**src/rtl/keypad_control.sv**
```systemverilog
// keypad_control: scans a 4x4 active-low keypad, debounces presses and
// maps accepted keys onto the oscillator / lowpass / highpass selects.
module keypad_control #(
  parameter int SCAN_DIV = 48,
  parameter int DEBOUNCE = 20
) (
  input  logic       clk_48,
  input  logic       reset_n,
  input  logic [3:0] kpr,
  output logic [3:0] kpc,
  output logic [2:0] freqSelect,
  output logic [2:0] lowpassSelect,
  output logic [2:0] highpassSelect,
  output logic [1:0] edit_mode,
  output logic       key_valid,
  output logic [3:0] key_code
);
  localparam int DW = (SCAN_DIV > 1) ? $clog2(SCAN_DIV) : 1;
  localparam int CW = $clog2(DEBOUNCE + 1);
  localparam logic [DW-1:0] DWELL_LAST = DW'(SCAN_DIV - 1);
  localparam logic [CW-1:0] CNT_LAST = CW'(DEBOUNCE - 1);
  localparam logic [2:0] FREQ_RST = 3'd4;
  localparam logic [2:0] LP_RST = 3'd1;
  localparam logic [2:0] HP_RST = 3'd3;

  typedef enum logic [1:0] {
    SCAN,
    DEB_PRESS,
    HELD
  } state_t;

  state_t        state;
  logic [3:0]    kpr_m;
  logic [3:0]    kpr_s;
  logic [DW-1:0] dwell;
  logic [CW-1:0] cnt;
  logic [1:0]    row_c;

  logic       sample;
  logic       single;
  logic       clear;
  logic       accept;
  logic [1:0] row_i;
  logic [1:0] col_i;
  logic [3:0] code;
  logic [3:0] kpc_next;

  assign sample   = (dwell == DWELL_LAST);
  assign clear    = (kpr_s == 4'hF);
  assign kpc_next = {kpc[2:0], kpc[3]};

  always_comb begin
    single = 1'b1;
    row_i  = 2'd0;
    case (kpr_s)
      4'b1110: row_i = 2'd0;
      4'b1101: row_i = 2'd1;
      4'b1011: row_i = 2'd2;
      4'b0111: row_i = 2'd3;
      default: single = 1'b0;
    endcase
  end

  always_comb begin
    col_i = 2'd0;
    case (kpc)
      4'b1110: col_i = 2'd0;
      4'b1101: col_i = 2'd1;
      4'b1011: col_i = 2'd2;
      4'b0111: col_i = 2'd3;
      default: col_i = 2'd0;
    endcase
  end

  // Letter column is A..D; bottom row is *,0,#; the rest are 1..9.
  always_comb begin
    code = 4'h0;
    if (col_i == 2'd3)
      code = 4'hA + {2'b00, row_i};
    else if (row_i == 2'd3)
      code = (col_i == 2'd0) ? 4'hE :
             (col_i == 2'd1) ? 4'h0 : 4'hF;
    else
      code = 4'(3 * row_i + col_i + 1);
  end

  assign accept = sample && single && (
    (state == SCAN && DEBOUNCE <= 1) ||
    (state == DEB_PRESS && row_i == row_c &&
     cnt == CNT_LAST));

  always_ff @(posedge clk_48) begin
    if (!reset_n) begin
      kpr_m          <= 4'hF;
      kpr_s          <= 4'hF;
      dwell          <= '0;
      cnt            <= '0;
      row_c          <= 2'd0;
      state          <= SCAN;
      kpc            <= 4'b1110;
      freqSelect     <= FREQ_RST;
      lowpassSelect  <= LP_RST;
      highpassSelect <= HP_RST;
      edit_mode      <= 2'd0;
      key_valid      <= 1'b0;
      key_code       <= 4'h0;
    end else begin
      kpr_m     <= kpr;
      kpr_s     <= kpr_m;
      dwell     <= sample ? '0 : dwell + 1'b1;
      key_valid <= accept;
      if (sample) begin
        case (state)
          SCAN: begin
            if (!single) begin
              kpc <= kpc_next;
            end else if (accept) begin
              state <= HELD;
              cnt   <= '0;
            end else begin
              state <= DEB_PRESS;
              row_c <= row_i;
              cnt   <= CW'(1);
            end
          end
          DEB_PRESS: begin
            if (!single || row_i != row_c) begin
              state <= SCAN;
              cnt   <= '0;
              kpc   <= kpc_next;
            end else if (accept) begin
              state <= HELD;
              cnt   <= '0;
            end else begin
              cnt <= cnt + 1'b1;
            end
          end
          HELD: begin
            if (!clear) begin
              cnt <= '0;
            end else if (cnt == CNT_LAST) begin
              state <= SCAN;
              cnt   <= '0;
              kpc   <= kpc_next;
            end else begin
              cnt <= cnt + 1'b1;
            end
          end
          default: state <= SCAN;
        endcase
      end
      if (accept) begin
        key_code <= code;
        case (code)
          4'hA: edit_mode <= 2'd0;
          4'hB: edit_mode <= 2'd1;
          4'hC: edit_mode <= 2'd2;
          4'hD: begin
            freqSelect     <= FREQ_RST;
            lowpassSelect  <= LP_RST;
            highpassSelect <= HP_RST;
            edit_mode      <= 2'd0;
          end
          default: begin
            if (code < 4'd8) begin
              case (edit_mode)
                2'd0:    freqSelect     <= code[2:0];
                2'd1:    lowpassSelect  <= code[2:0];
                default: highpassSelect <= code[2:0];
              endcase
            end
          end
        endcase
      end
    end
  end

endmodule
```
**config.mk**
```make
export PLATFORM = sky130hd
export DESIGN_NAME = keypad_control
export DESIGN_NICKNAME = d
export VERILOG_FILES = /design/src/rtl/keypad_control.sv
export SDC_FILE = /design/constraint.sdc
export NUM_CORES = 1
export LEC_CHECK = 0
export CAP_MARGIN = 20
export CELL_PAD_IN_SITES_DETAIL_PLACEMENT = 0
export CELL_PAD_IN_SITES_GLOBAL_PLACEMENT = 1
export CORE_MARGIN = 5
export CORE_UTILIZATION = 39
export DETAILED_ROUTE_END_ITERATION = 7
export PLACE_DENSITY = 0.77
export REMOVE_ABC_BUFFERS = 1
export SETUP_SLACK_MARGIN = 0.2
export SLEW_MARGIN = 30
export SYNTH_ARGS = -nofsm -noshare
export SYNTH_HDL_FRONTEND = slang
export SYNTH_SLANG_ARGS = --single-unit
```
**constraint.sdc**
```tcl
create_clock -name clk_48 -period 3.4 [get_ports clk_48]
set_clock_uncertainty 0.05 [all_clocks]
set_input_delay 1.02 -clock clk_48 [delete_from_list [all_inputs] [get_ports clk_48]]
set_output_delay 1.02 -clock clk_48 [all_outputs]
set_load 0.01 [all_outputs]
```
# == Word-level counts from Yosys, hierarchy flattened ==
# Index checks and enable logic that the tools add are counted.
# classes
eq_ne,29
add_sub_neg,5
n_lt_le_gt_ge,1
shift,0
reduce_logical,27
mux,36
n_mul,1
div,0
bitwise,3
# ops
cell,count
"4-bit equality test, second input constant",10
4-bit 2-to-1 mux,8
5-bit 2-to-1 mux,5
2-bit one-hot mux with 3 select lines,4
3-bit 2-to-1 mux,6
3-bit one-hot mux with 2 select lines,3
4-bit AND reduction,4
5-bit one-hot mux with 3 select lines,1
2-bit 2-to-1 mux,6
4-bit one-hot mux with 3 select lines,1
"4-bit by 3-bit equality test with 1-bit output, second input constant",2
"2-bit inequality test, second input constant",4
"6-bit by 1-bit adder with 6-bit output, second input constant",1
"2-bit by 1-bit equality test with 1-bit output, second input constant",3
"2-bit equality test, second input constant",3
"6-bit equality test, second input constant",1
2-bit logical NOT,3
6-bit AND reduction,1
2-bit nonzero test,3
3-bit nonzero test,2
2-bit OR reduction,3
"5-bit by 1-bit adder with 5-bit output, second input constant",1
"5-bit equality test, second input constant",1
5-bit AND reduction,1
18 further kinds,25
# word_totals
output_inout_bits,20
rom_bits,0
mem_bits_rw,0
latch_bits,0
in_bits,6
register_bits,43
mem_count,0

# == Logic depth before layout (Yosys ltp) ==
# logic_depth
depth_word,11
mapped_depth,13

# == Worst setup path before layout ==
# OpenSTA, ideal clock, no wires.
# synth_timing
kind,reg-to-reg
from,register kpr_s[0]
to,register freqSelect[2]
path_buffers,1
path_slack_ps,-24
setup_ps,121
stages_incl_launch_ff,12
synth_period_minus_slack_ps,3424
arrival_ps,3252
cell_sequence,dfxtp_1 clkbuf_1 nand2_1 nor2_1 fa_1 fa_1 nor2_1 o21a_1 nor3_4 nor4_4 nor4_4 mux2_4
# synth_via
elab_chain_cells,11
word_cells_on_any_way,32
cone_classes,3 x add/sub; 1 x mul; 1 x order compare; 10 x eq/ne; 7 x mux; 1 x bitwise; 9 x reduce/logical
# synth_rtl
item,line_no,rtl
from (decl),34,logic [3:0] kpr_s;
from (signal assigned),109,kpr_s <= kpr_m;
4-bit by 3-bit equality test with 1-bit output or 4-bit equality test (tied branches),55,case (kpr_s)
2-bit one-hot mux with 3 select lines *,55,
named net row_i[1],43,logic [1:0] row_i;
branches (longest 9 deep; another with 2-bit by 2-bit multiplier with 4-bit output),-,
to (signal assigned),167,2'd0: freqSelect <= code[2:0];
to (decl),11,"output logic [2:0] freqSelect,"
# Mark *: on every way through the listed nets, which the timed path passes. The select of a mux whose other input is x is not followed.
# A chain may end at the register's enable or synchronous reset.

# == Final worst setup path ==
# layout_timing
from,register kpr_s[1]
to,register freqSelect[2]
# The elaborated chain is that of the path after synthesis.

==> out/metrics.sh <==
GRT_SETUP_UNREPAIRED='yes'
WORSTHOLDPATHCELLS=1
GRT_MAX_DEGREE=37
FINAL_CRITICAL_PATH_SHARE_OF_THE_CLOCK_PERIOD=0.919
CP_TOP_FAMILY='simple AND/OR/NAND/NOR gates'
WORST_SKEW_PAIR.LATE_LATENCY_NS=0.31
SYNTH_ENABLE_FLOP_CELLS=0
HOLD_SP='kpr_m[1]'
GR-USAGE-ALL-LAYERS=0.140
CLK_PIN_SLEW_NS=0.10
SEQUENTIAL_AREA_SHARE_AFTER_SYNTHESIS=0.341
FINISH.CELL_COUNT_WITHOUT_FILLERS=388
MAX_CAP_VIOLATIONS=0
WORSTPATHARRIVAL_NS=3.27
END_KIND='flip-flop'
POWER.SHARE.CLOCK=0.350
INTERNAL_POWER_mW=0.725
OVERALL_ROUTED_NET_LENGTH_UM=5690
NFILLCELLS=617
MAX_STAGE_DELAY_NS=0.54
TIMING.REG2REG.SETUP_SLACK_NS=0.27
PLACE.PORT_BUFFERS=25
CTS_SINK_COUNT=43
FIRST_GLOBAL_VIAS=1991
POSTSYNTHREGISTERBITS=43
P_LEAK_nW=1.19
POWER.NET_SWITCHING_mW=0.293
INITIAL_UTILIZATION=0.400
TIMING.FINAL.MAX_SLEW_VIOLATIONS=0
DIEWIDTH_UM=90.5
WIRE_LENGTH_OF_THE_FIRST_GLOBAL_ROUTING_PASS_UM=9600
TIMING.HOLD.WORST.CLASS='reg -> reg'
LAYOUT-DRIVE-GT1-SHARE=0.199
CLOCK_TREE_FROM_TRITONCTS='yes'
NUMCTSBUFFERS=5
SETUP_TOTAL_NEGATIVE_SLACK_NS=0
SYNTH-ASYNC-RESET-RATIO=0
NUMPLACEDINSTANCES=377
SYNTH_TOP_AREA_FRAC=0.341
N_ANTENNA_CELL=0
TIMING.CRITICAL_PATH.CELLS='xor2_2, and2b_1, fa_1, fa_1, and2b_1, nor3_4, nor4_4, nor4_4, mux2_4'
DIE_AREA_UM2=8190
POSTROUTEANTENNANETS=0
REG_TO_REG_CRITICAL_PATH_ENDPOINT='freqSelect[2]'
FMAXACHIEVABLE_MHz=320
POST-SYNTH-TOP-AREA-CELL='dfxtp_1'
WORSTSETUPSTARTPOINTTYPE='flip-flop'
SYNTH_CELL_TYPES=75
R2R_CELLS=9
COREAREA_UM2=6310
TIMING.RR.START='kpr_s[1]'
ROUTER_ITERATIONS_BEFORE_ANTENNA_REPAIR=4
SYN_AREA_PER_CELL_UM2=9.19
DP_HPWL_UM=4130
IR_DROP_mV=0.235
ROUTABILITYCONGESTION=0.826
WORSTPATHMAXFANOUT=4
SYNTHMOSTINSTANTIATEDCELL='dfxtp_1'
SYN_STD_CELL_AREA_UM2=2530
SYN_INST=275
TIMING.CRITICAL_PATH.REQUIRED_NS=3.55
AVGROUTEDWIREPERCELL_UM=14.7
VIAS_PER_CELL=5.44
SYNTHFLOPTYPE='dfxtp_1'
SYNTH_TOP_FAMILY_BY_AREA='simple AND/OR/NAND/NOR gates'
SYNTH_COMPOUND_GATE_AREA_SHARE=0.189
YOSYS-TOP-CELLS-COUNT='dfxtp_1 (43), nand2_1 (25), nor2_1 (24), nand3_1 (13)'
SWITCHING_SHARE=0.288
TIGHTEST_SLEW_NS=1.07
VIAS=2110
SYNTH_SIMPLE_GATE_AREA_SHARE=0.271
FINALPOWER_mW=1.02
LAYOUT-AREA-OVERHEAD-VS-SYNTH_PCT=23.8
SYNTHXORXNORAREAFRAC=0.0307
WHS_ENDPOINT='kpr_s[1]'
TIMING.MAX_SLEW.REL_SLACK=0.289
LAYOUT_MIN_CYCLE_TIME_NS=3.13
FP-ROW-COUNT=29
FINAL-SETUP-VIOL-COUNT=0
CP.BUFFERS_INVERTERS=0
DRT_ITER0_MARKERS=105
SYNTH-ADDER-AREA-SHARE=0.0654
IO-PIN-COUNT=26
TOTAL_POWER_PER_UNIT_CELL_AREA_nW_PER_UM2=326
P_SEQ_FRAC=0.506
CTS.ROOT.BUFFER_CELL='clkbuf_8'
STATUS='finished clean'
CRITPATHSLOWESTCELL='fa_1'
DRCVIOLATIONCOUNT=0
FINALNETCOUNT=328
H-TREE-DEPTH=2
COMBINATIONALPOWERSHARE=0.145
SETUP.WORST_PATH.CLASS='reg -> reg'
HOLD_VIOL_FINAL=0
GLOBALROUTE.TOTALOVERFLOW=0
CLOCKBUFFERDEPTH=2
NETLIST_TOP_CELLS_AREA='dfxtp_1 (34%), ha_1 (5.0%), mux2i_1 (4.8%)'
SYNTH.YOSYS.WARNINGS=0
CHIPHEIGHT_UM=90.5
NUMBER_OF_ANTENNA_VIOLATIONS_AT_THE_FIRST_CHECK_IN_GLOBAL_ROUTING=0
SYNTH.MUX.AREA_FRACTION=0.0535
[area by class of cell]
cell class	instances	area [um^2]	share of cell area
well taps	77	96.3	0.0308
multi-input cells	205	1620	0.516
clock buffers	5	68.8	0.0220
repair buffers	44	409	0.131
flip-flops and latches	43	871	0.278
clock inverters	3	26.3	0.00840
inverters	11	41.3	0.0132
[routing by layer]
layer / vias to the layer above / track usage / part of all wire
met5: - / 0 / 0
met4: 0 / 0.0409 / 0.012
met3: 6 / 0.0317 / 0.029
met2: 27 / 0.222 / 0.46
met1: 1000 / 0.190 / 0.50
li1: 1077 / - / -
[kinds of logic (layout without fill, tap and decap cells)]
kind of cell | Yosys count | count (layout)
buffers and inverters | 27 | 63
AOI/OAI and AO/OA | 60 | 60
and+or+nand+nor | 112 | 112
muxes | 13 | 13
adders and majority gates | 12 | 12
xor gates and xnor gates | 8 | 8
DFF | 43 | 43
[power groups by stage]
| stage | Combinational (mW) | Clock (mW) | Sequential [mW] |
|---|---|---|---|
| CTS | 0.133 | 0.369 | 0.516 |
| global route | 0.160 | 0.395 | 0.517 |
| finish | 0.147 | 0.356 | 0.515 |
| global placement | 0.126 | 0 | 0.527 |
| detailed placement | 0.127 | 0 | 0.527 |
| floorplan | 0.0786 | 0 | 0.527 |
[through the flow]
stage                      util  hold WS (ns)  setup slack [ns]  cell area (um^2)
after floorplan               -         0.336           0.00484              2440
after global placement    0.463         0.342             0.189              2920
after detailed placement  0.463         0.346             0.112              2920
after CTS                 0.482         0.364             0.204              3040
after global routing      0.495         0.383             0.101              3130
final                     0.495         0.358             0.275              3130
[repair_timing]
action,CTS,global route
hold endpoints to repair,0,0
setup endpoints to repair,9,11
hold buffers,0,0
pin swaps,4,8
buffers inserted,2,1
gates resized for setup,4,16
[sequential cells by signal (all words and copies together), names as in the netlist, 3 cells and up]
signal / count
dwell: 6
cnt: 5
key_code: 4
kpc: 4
kpr_m: 4
kpr_s: 4
freqSelect: 3
highpassSelect: 3
lowpassSelect: 3
[worst max path at each step]
stage / end / from / cells past startpoint / slack (ns)
2_1_floorplan: freqSelect[2] / kpr_s[1] / 10 / 0.005
3_3_place_gp: freqSelect[2] / kpr_s[3] / 10 / 0.19
3_5_place_dp: lowpassSelect[1] / kpr_s[3] / 10 / 0.11
4_1_cts: highpassSelect[0] / kpr_s[1] / 12 / 0.20
5_1_grt: freqSelect[1] / kpr_s[1] / 11 / 0.10
6_report: freqSelect[2] / kpr_s[1] / 9 / 0.27
[cell usage in the layout (no fill, tap or decap), types with 3 or more instances in the layout]
master / n
dfxtp_1: 39
nand2_1: 25
clkdlybuf4s50_1: 25
nor2_1: 24
buf_4: 17
nand3_1: 13
nand2b_1: 12
mux2i_1: 12
inv_1: 10
ha_1: 10
a21oi_1: 8
a211oi_1: 5
o211ai_1: 5
clkbuf_8: 5
xnor2_1: 4
nor3_1: 4
o21ai_1: 4
and4b_1: 3
nand4b_1: 3
a21o_1: 3
nor4_1: 3
nor4_4: 3
Note: power is estimated with default switching activity, not from simulation.
